===== src/rtl/lpm_walk.sv =====
// lpm_walk: longest-prefix-match style table walk.
// A request {start idx, tag, key} is dequeued in IDLE. WALK consumes one key
// nibble per cycle (MSB first), chasing table pointers until it reaches a leaf
// entry (bit 31 set) or runs out of steps. SEND holds {count, result, tag}
// until the sink accepts it.
// Optional feature: define LPM_WALK_STATS_EN for hit/miss counters.
module lpm_walk #(
  parameter int DEPTH   = 16,
  parameter int MAXSTEP = 8
) (
  input  logic                       CLK,
  input  logic                       RST,
  input  logic [95:0]                in_first,
  input  logic                       in_first__RDY,
  input  logic                       in_deq__RDY,
  output logic                       in_deq__ENA,
  output logic                       out_enq__ENA,
  output logic [95:0]                out_enq_v,
  input  logic                       out_enq__RDY,
  input  logic                       mem_write__ENA,
  input  logic [$clog2(DEPTH)-1:0]   mem_write_addr,
  input  logic [31:0]                mem_write_data,
  output logic                       mem_write__RDY
`ifdef LPM_WALK_STATS_EN
  ,
  output logic [31:0]                stat_hits,
  output logic [31:0]                stat_misses
`endif
);
  localparam int IDXW = $clog2(DEPTH);
  localparam int SW   = $clog2(MAXSTEP + 1);

  typedef enum logic [1:0] {IDLE, WALK, SEND} state_t;

  state_t          r_state, w_nstate;
  logic            r_rst_q;
  logic [31:0]     r_tbl [DEPTH];
  logic [31:0]     r_key, r_tag, r_result, r_count;
  logic [IDXW-1:0] r_idx, w_nidx;
  logic [SW-1:0]   r_step;
  logic [31:0]     w_e, w_ksh;
  logic [3:0]      w_nib;
  logic            w_leaf, w_last, w_deq, w_enq, w_mem_rdy, w_wr;
  logic            w_unused;

  // Upper start-index bits beyond the table size carry no meaning.
  assign w_unused = ^in_first[95:64+IDXW];

  // Current entry and the key nibble consumed at this step (MSB first).
  assign w_e    = r_tbl[r_idx];
  assign w_ksh  = r_key << ({{(32-SW){1'b0}}, r_step} << 2);
  assign w_nib  = w_ksh[31:28];
  assign w_nidx = IDXW'({{(32-IDXW){1'b0}}, w_e[IDXW-1:0]} + {28'd0, w_nib});
  assign w_leaf = w_e[31];
  assign w_last = (r_step == SW'(MAXSTEP - 1));
  assign w_wr   = mem_write__ENA & w_mem_rdy;

  assign in_deq__ENA    = w_deq;
  assign out_enq__ENA   = w_enq;
  assign mem_write__RDY = w_mem_rdy;
  assign out_enq_v      = RST ? 96'd0 : {r_count, r_result, r_tag};

  // State register; r_rst_q blocks dequeue for the cycle right after reset.
  always_ff @(posedge CLK) begin
    r_rst_q <= RST;
    if (RST) r_state <= IDLE;
    else     r_state <= w_nstate;
  end

  // Next state and handshake outputs, all forced quiet while in reset.
  always_comb begin
    w_nstate  = r_state;
    w_deq     = 1'b0;
    w_enq     = 1'b0;
    w_mem_rdy = 1'b0;
    case (r_state)
      IDLE: begin
        w_mem_rdy = 1'b1;
        w_deq     = in_first__RDY & in_deq__RDY & ~r_rst_q;
        if (w_deq) w_nstate = WALK;
      end
      WALK: if (w_leaf || w_last) w_nstate = SEND;
      SEND: begin
        w_enq = 1'b1;
        if (out_enq__RDY) w_nstate = IDLE;
      end
      default: w_nstate = IDLE;
    endcase
    if (RST) begin
      w_deq     = 1'b0;
      w_enq     = 1'b0;
      w_mem_rdy = 1'b0;
    end
  end

  // Route table: loads only while idle; reset clears every entry.
  always_ff @(posedge CLK) begin
    if (RST) begin
      for (int i = 0; i < DEPTH; i++) r_tbl[i] <= 32'h0;
    end else if (w_wr) begin
      r_tbl[mem_write_addr] <= mem_write_data;
    end
  end

  // Walk datapath: latch request, step through table, capture result.
  always_ff @(posedge CLK) begin
    if (RST) begin
      r_key    <= '0;
      r_tag    <= '0;
      r_idx    <= '0;
      r_step   <= '0;
      r_result <= '0;
      r_count  <= '0;
    end else begin
      case (r_state)
        IDLE: if (w_deq) begin
          r_key  <= in_first[31:0];
          r_tag  <= in_first[63:32];
          r_idx  <= in_first[64 +: IDXW];
          r_step <= '0;
        end
        WALK: begin
          if (w_leaf) begin
            r_result <= {1'b0, w_e[30:0]};
            r_count  <= {{(32-SW){1'b0}}, r_step} + 32'd1;
          end else if (w_last) begin
            r_result <= 32'hFFFF_FFFF;
            r_count  <= 32'(MAXSTEP);
          end else begin
            r_idx  <= w_nidx;
            r_step <= r_step + SW'(1);
          end
        end
        default: ;
      endcase
    end
  end

`ifdef LPM_WALK_STATS_EN
  logic [31:0] r_hits, r_misses;
  assign stat_hits   = r_hits;
  assign stat_misses = r_misses;

  // Count completed results; a miss result is the only one with bit 31 set.
  always_ff @(posedge CLK) begin
    if (RST) begin
      r_hits   <= '0;
      r_misses <= '0;
    end else if (r_state == SEND && out_enq__RDY) begin
      if (r_result[31]) r_misses <= r_misses + 32'd1;
      else              r_hits   <= r_hits + 32'd1;
    end
  end
`endif
endmodule


===== config.mk =====
export PLATFORM = sky130hd
export DESIGN_NAME = lpm_walk
export DESIGN_NICKNAME = d
export VERILOG_FILES = /design/src/rtl/lpm_walk.sv
export SDC_FILE = /design/constraint.sdc
export NUM_CORES = 1
export LEC_CHECK = 0
export BUFFER_PORTS_ARGS = -buffer_cell sky130_fd_sc_hd__buf_2
export CORE_MARGIN = 8
export CORE_UTILIZATION = 30
export CTS_BUF_LIST = sky130_fd_sc_hd__clkbuf_16
export DETAILED_ROUTE_END_ITERATION = 16
export GPL_TIMING_DRIVEN = 0
export PLACE_DENSITY = 0.58
export REMOVE_ABC_BUFFERS = 1
export SLEW_MARGIN = 20
export SYNTH_ARGS = -nofsm -noshare
export SYNTH_HDL_FRONTEND = slang
export SYNTH_SLANG_ARGS = --single-unit
export TNS_END_PERCENT = 1

===== constraint.sdc =====
create_clock -name CLK -period 7.7 [get_ports CLK]
set_clock_uncertainty 0.1 [all_clocks]
set_input_delay 1.155 -clock CLK [delete_from_list [all_inputs] [get_ports CLK]]
set_output_delay 1.155 -clock CLK [all_outputs]
set_load 0.05 [all_outputs]

==> results.cfg <==
[worst_setup_path]
reg2reg_to = r_tbl[0][5]
cp.required_ps = 6440
reg2regPathDepth = 8
crit_type = primary input to output pin
startpoint_type = primary input
ff2ff_setup_slack_ps = 3500
r2r-start = r_state[0]
end_kind = output pin
cp.arrival_ps = 4280
path_max_fanout = 73

[logic_synthesis]
syn_avg_cell_area_um2 = 14.4
async_reset_ff_share_pct = 0
syn_area_um2 = 28100
ys.flop_type = edfxtp_1
synth-compound-area-share_pct = 3.94
yosysSeqAreaShare_pct = 63.0
syn_inst = 1950
synth_top_area_share_pct = 54.8
synthMuxAreaShare_pct = 13.7
yosys.area.top_type = edfxtp_1
synth_top_family_by_area = simple AND/OR/NAND/NOR gates
ys_ff_latch = 628
synthTopCellsByArea = edfxtp_1 (55%), and2_1 (11%), mux4_2 (11%)
synthXorXnorAreaFrac_pct = 0.156
synth_cell_types = 49
synthSimpleGateAreaFrac_pct = 15.7
synth-warning-count = 0
synth_edf_count = 512
synthAdderAreaFrac_pct = 0.250

[hold_path]
worstHoldStart = r_key[1]
hold_depth = 2
min_path_type = register to register
holdPathEnd = r_key[1]

[floorplanning]
start_util_pct = 30.2
ios = 237
die_x_um = 322
die_y_um = 322
die_area_um2 = 104000
core_um2 = 93000
rows = 112

[power]
swShare_pct = 24.0
p_sw_w = 0.00183
power_frac_clock_pct = 40.4
power.leakage_nw = 12.2
p_total_w = 0.00764
powerDensity_nw_per_um2 = 227
pwr-share-seq_pct = 50.5
comb_power_share_pct = 9.1
peakVddDrop_v = 0.000135
p_int_w = 0.00581

[clock_network]
clock_path_buffers = 3
cts_sinks = 628
path_clk_slew_ps = 50
cts_tree = built
cts_resized = 0
cts-root-buf = clkbuf_16
htree_levels = 3
numCtsBuffers = 68
clk_latency_ps = 630
cts_setup_buffers = 0
ctsHoldBuffers = 0

[sta]
hold_violations = 0
tns_ps = 0
tightest_slew_ps = 946
grt_setup_unrepaired = no
fin_crit_ps = 5540
slew_headroom_pct = 36.4
drv_slew = 0
max_freq_mhz = 181
min_period_over_period_pct = 71.9
finalSetupViolCount = 0

[detailed_routing]
drt_first_pass_iters = 5
vias_per_cell = 4.88
drtAntennaViolNets = 0
drc_errors = 0
wl_per_cell_um = 22.7
drt_wl_total_um = 77400
initialDrtViolationCount = 1567
vias = 16600

[placed_design]
gp_congestion = 0.755
io_buffer_count = 181
place_hpwl_um = 50400

[global_routing]
grt_max_degree = 74
grt_overflow = 0
antenna_found_initial = 10
grt_pass1_wl_um = 112000
grtUsageTotal_pct = 14.5
first_global_vias = 16900

[final_layout]
num-fill-cells = 8846
syn2layout_area_growth_pct = 19.7
drive_gt1_share_pct = 26.0
fin_nets = 2241

[outcome]
status = finished clean

[flow_run]
drv_cap = 0
[power groups by stage]
stage	logic (W)	clock network, W	registers (W)
2_1_floorplan	0.000394	0	0.00395
3_3_place_gp	0.000613	0	0.00401
3_5_place_dp	0.000703	0	0.00393
4_1_cts	0.000705	0.00315	0.00386
5_1_grt	0.000742	0.00329	0.00387
6_report	0.000694	0.00309	0.00386
[worst max path at each step]
stage	end	slack (ps)	start	cells past startpoint
final	in_deq__ENA	2160	RST	7
after CTS	in_deq__ENA	2180	RST	7
after global routing	in_deq__ENA	1950	RST	7
after detailed placement	in_deq__ENA	2170	RST	7
after global placement	r_result[3]	-3680	register	4
after floorplan	register	100	register	8
[Yosys cell counts, drive strengths merged, types with 3 or more instances]
cell and number:
and2 512, edfxtp 512, mux4 141, clkbuf 133, dfxtp 116, nor2b 98, nand2 75, buf 63
o21ai 47, a21oi 38, mux2 33, nor2 32, a211oi 29, mux2i 29, o221a 27, nor3 9
inv 7, a311oi 4, ha 4, nand2b 4, or2 4, nand4b 3, nor3b 3, xnor2 3
[layer usage]
| metal | wire length [um] | track usage [%] | vias up |
|---|---|---|---|
| li1 | - | - | 7342 |
| met1 | 32900 | 19.8 | 8504 |
| met4 | 1550 | 3.67 | 8 |
| met3 | 6720 | 3.47 | 114 |
| met2 | 36200 | 23.4 | 667 |
| met5 | 46 | 0 | - |
[through the flow]
stage               util (%)  instances  cell area [um^2]  hold WS, ps  setup WS (ps)
floorplan                  -       1780             27300          326           96.9
global placement        32.0       3215             29800          347          -3680
detailed placement      33.9       3282             31500          350           2170
CTS                     36.1       3401             33600          358           2180
global route            36.1       3401             33600          381           1950
finish                  36.1       3406             33600          354           2160
[sequential cells by signal, indices dropped and copies added (netlist names), named ones only]
signal	cells
r_count	5
r_idx	4
r_key	32
r_result	32
r_rst_q	1
r_state	2
r_step	4
r_tag	32
r_tbl	512
[critical path, stage by stage]
cell,delay [ps]
buf_6,170
buf_16,220
nor3_1,780
nand4b_1,840
inv_2,460
buf_12,260
buf_2,300
[cell usage in the layout (no fill, tap or decap), types with 5 or more instances in the layout]
cell type,instances
buf_12,7
mux2_2,33
edfxtp_1,512
buf_2,180
nand2_1,74
mux2i_1,29
diode_2,5
nor3_1,5
clkinv_2,11
a211oi_1,29
nor2_4,12
o21ai_4,12
a21oi_1,38
dfxtp_1,112
nor2_1,20
o221a_1,25
inv_1,20
conb_1,27
clkbuf_16,68
buf_6,7
o21ai_0,33
buf_16,42
mux4_2,141
and2_1,512
clkinv_1,12
nor2b_1,98
buf_4,12
[layout make-up]
type                            instances  area (um^2)  share of cell area, %
Inverter                                7         31.3                 0.0931
Multi-Input combinational cell       1145         9830                   29.3
Clock inverter                         51          383                   1.14
Tap cell                             1254         1570                   4.67
Timing Repair Buffer                  248         2370                   7.04
Sequential cell                       628        17700                   52.7
Antenna cell                            5         12.5                 0.0372
Clock buffer                           68         1700                   5.06
[logic make-up after synthesis]
| group | after synthesis |
|---|---|
| fa+ha+maj | 5 |
| buf+inv | 203 |
| mux | 203 |
| flops | 628 |
| xor+xnor | 5 |
| simple gates | 747 |
| other cells | 1 |
| compound gates | 158 |
(Power assumes the default switching activity.)
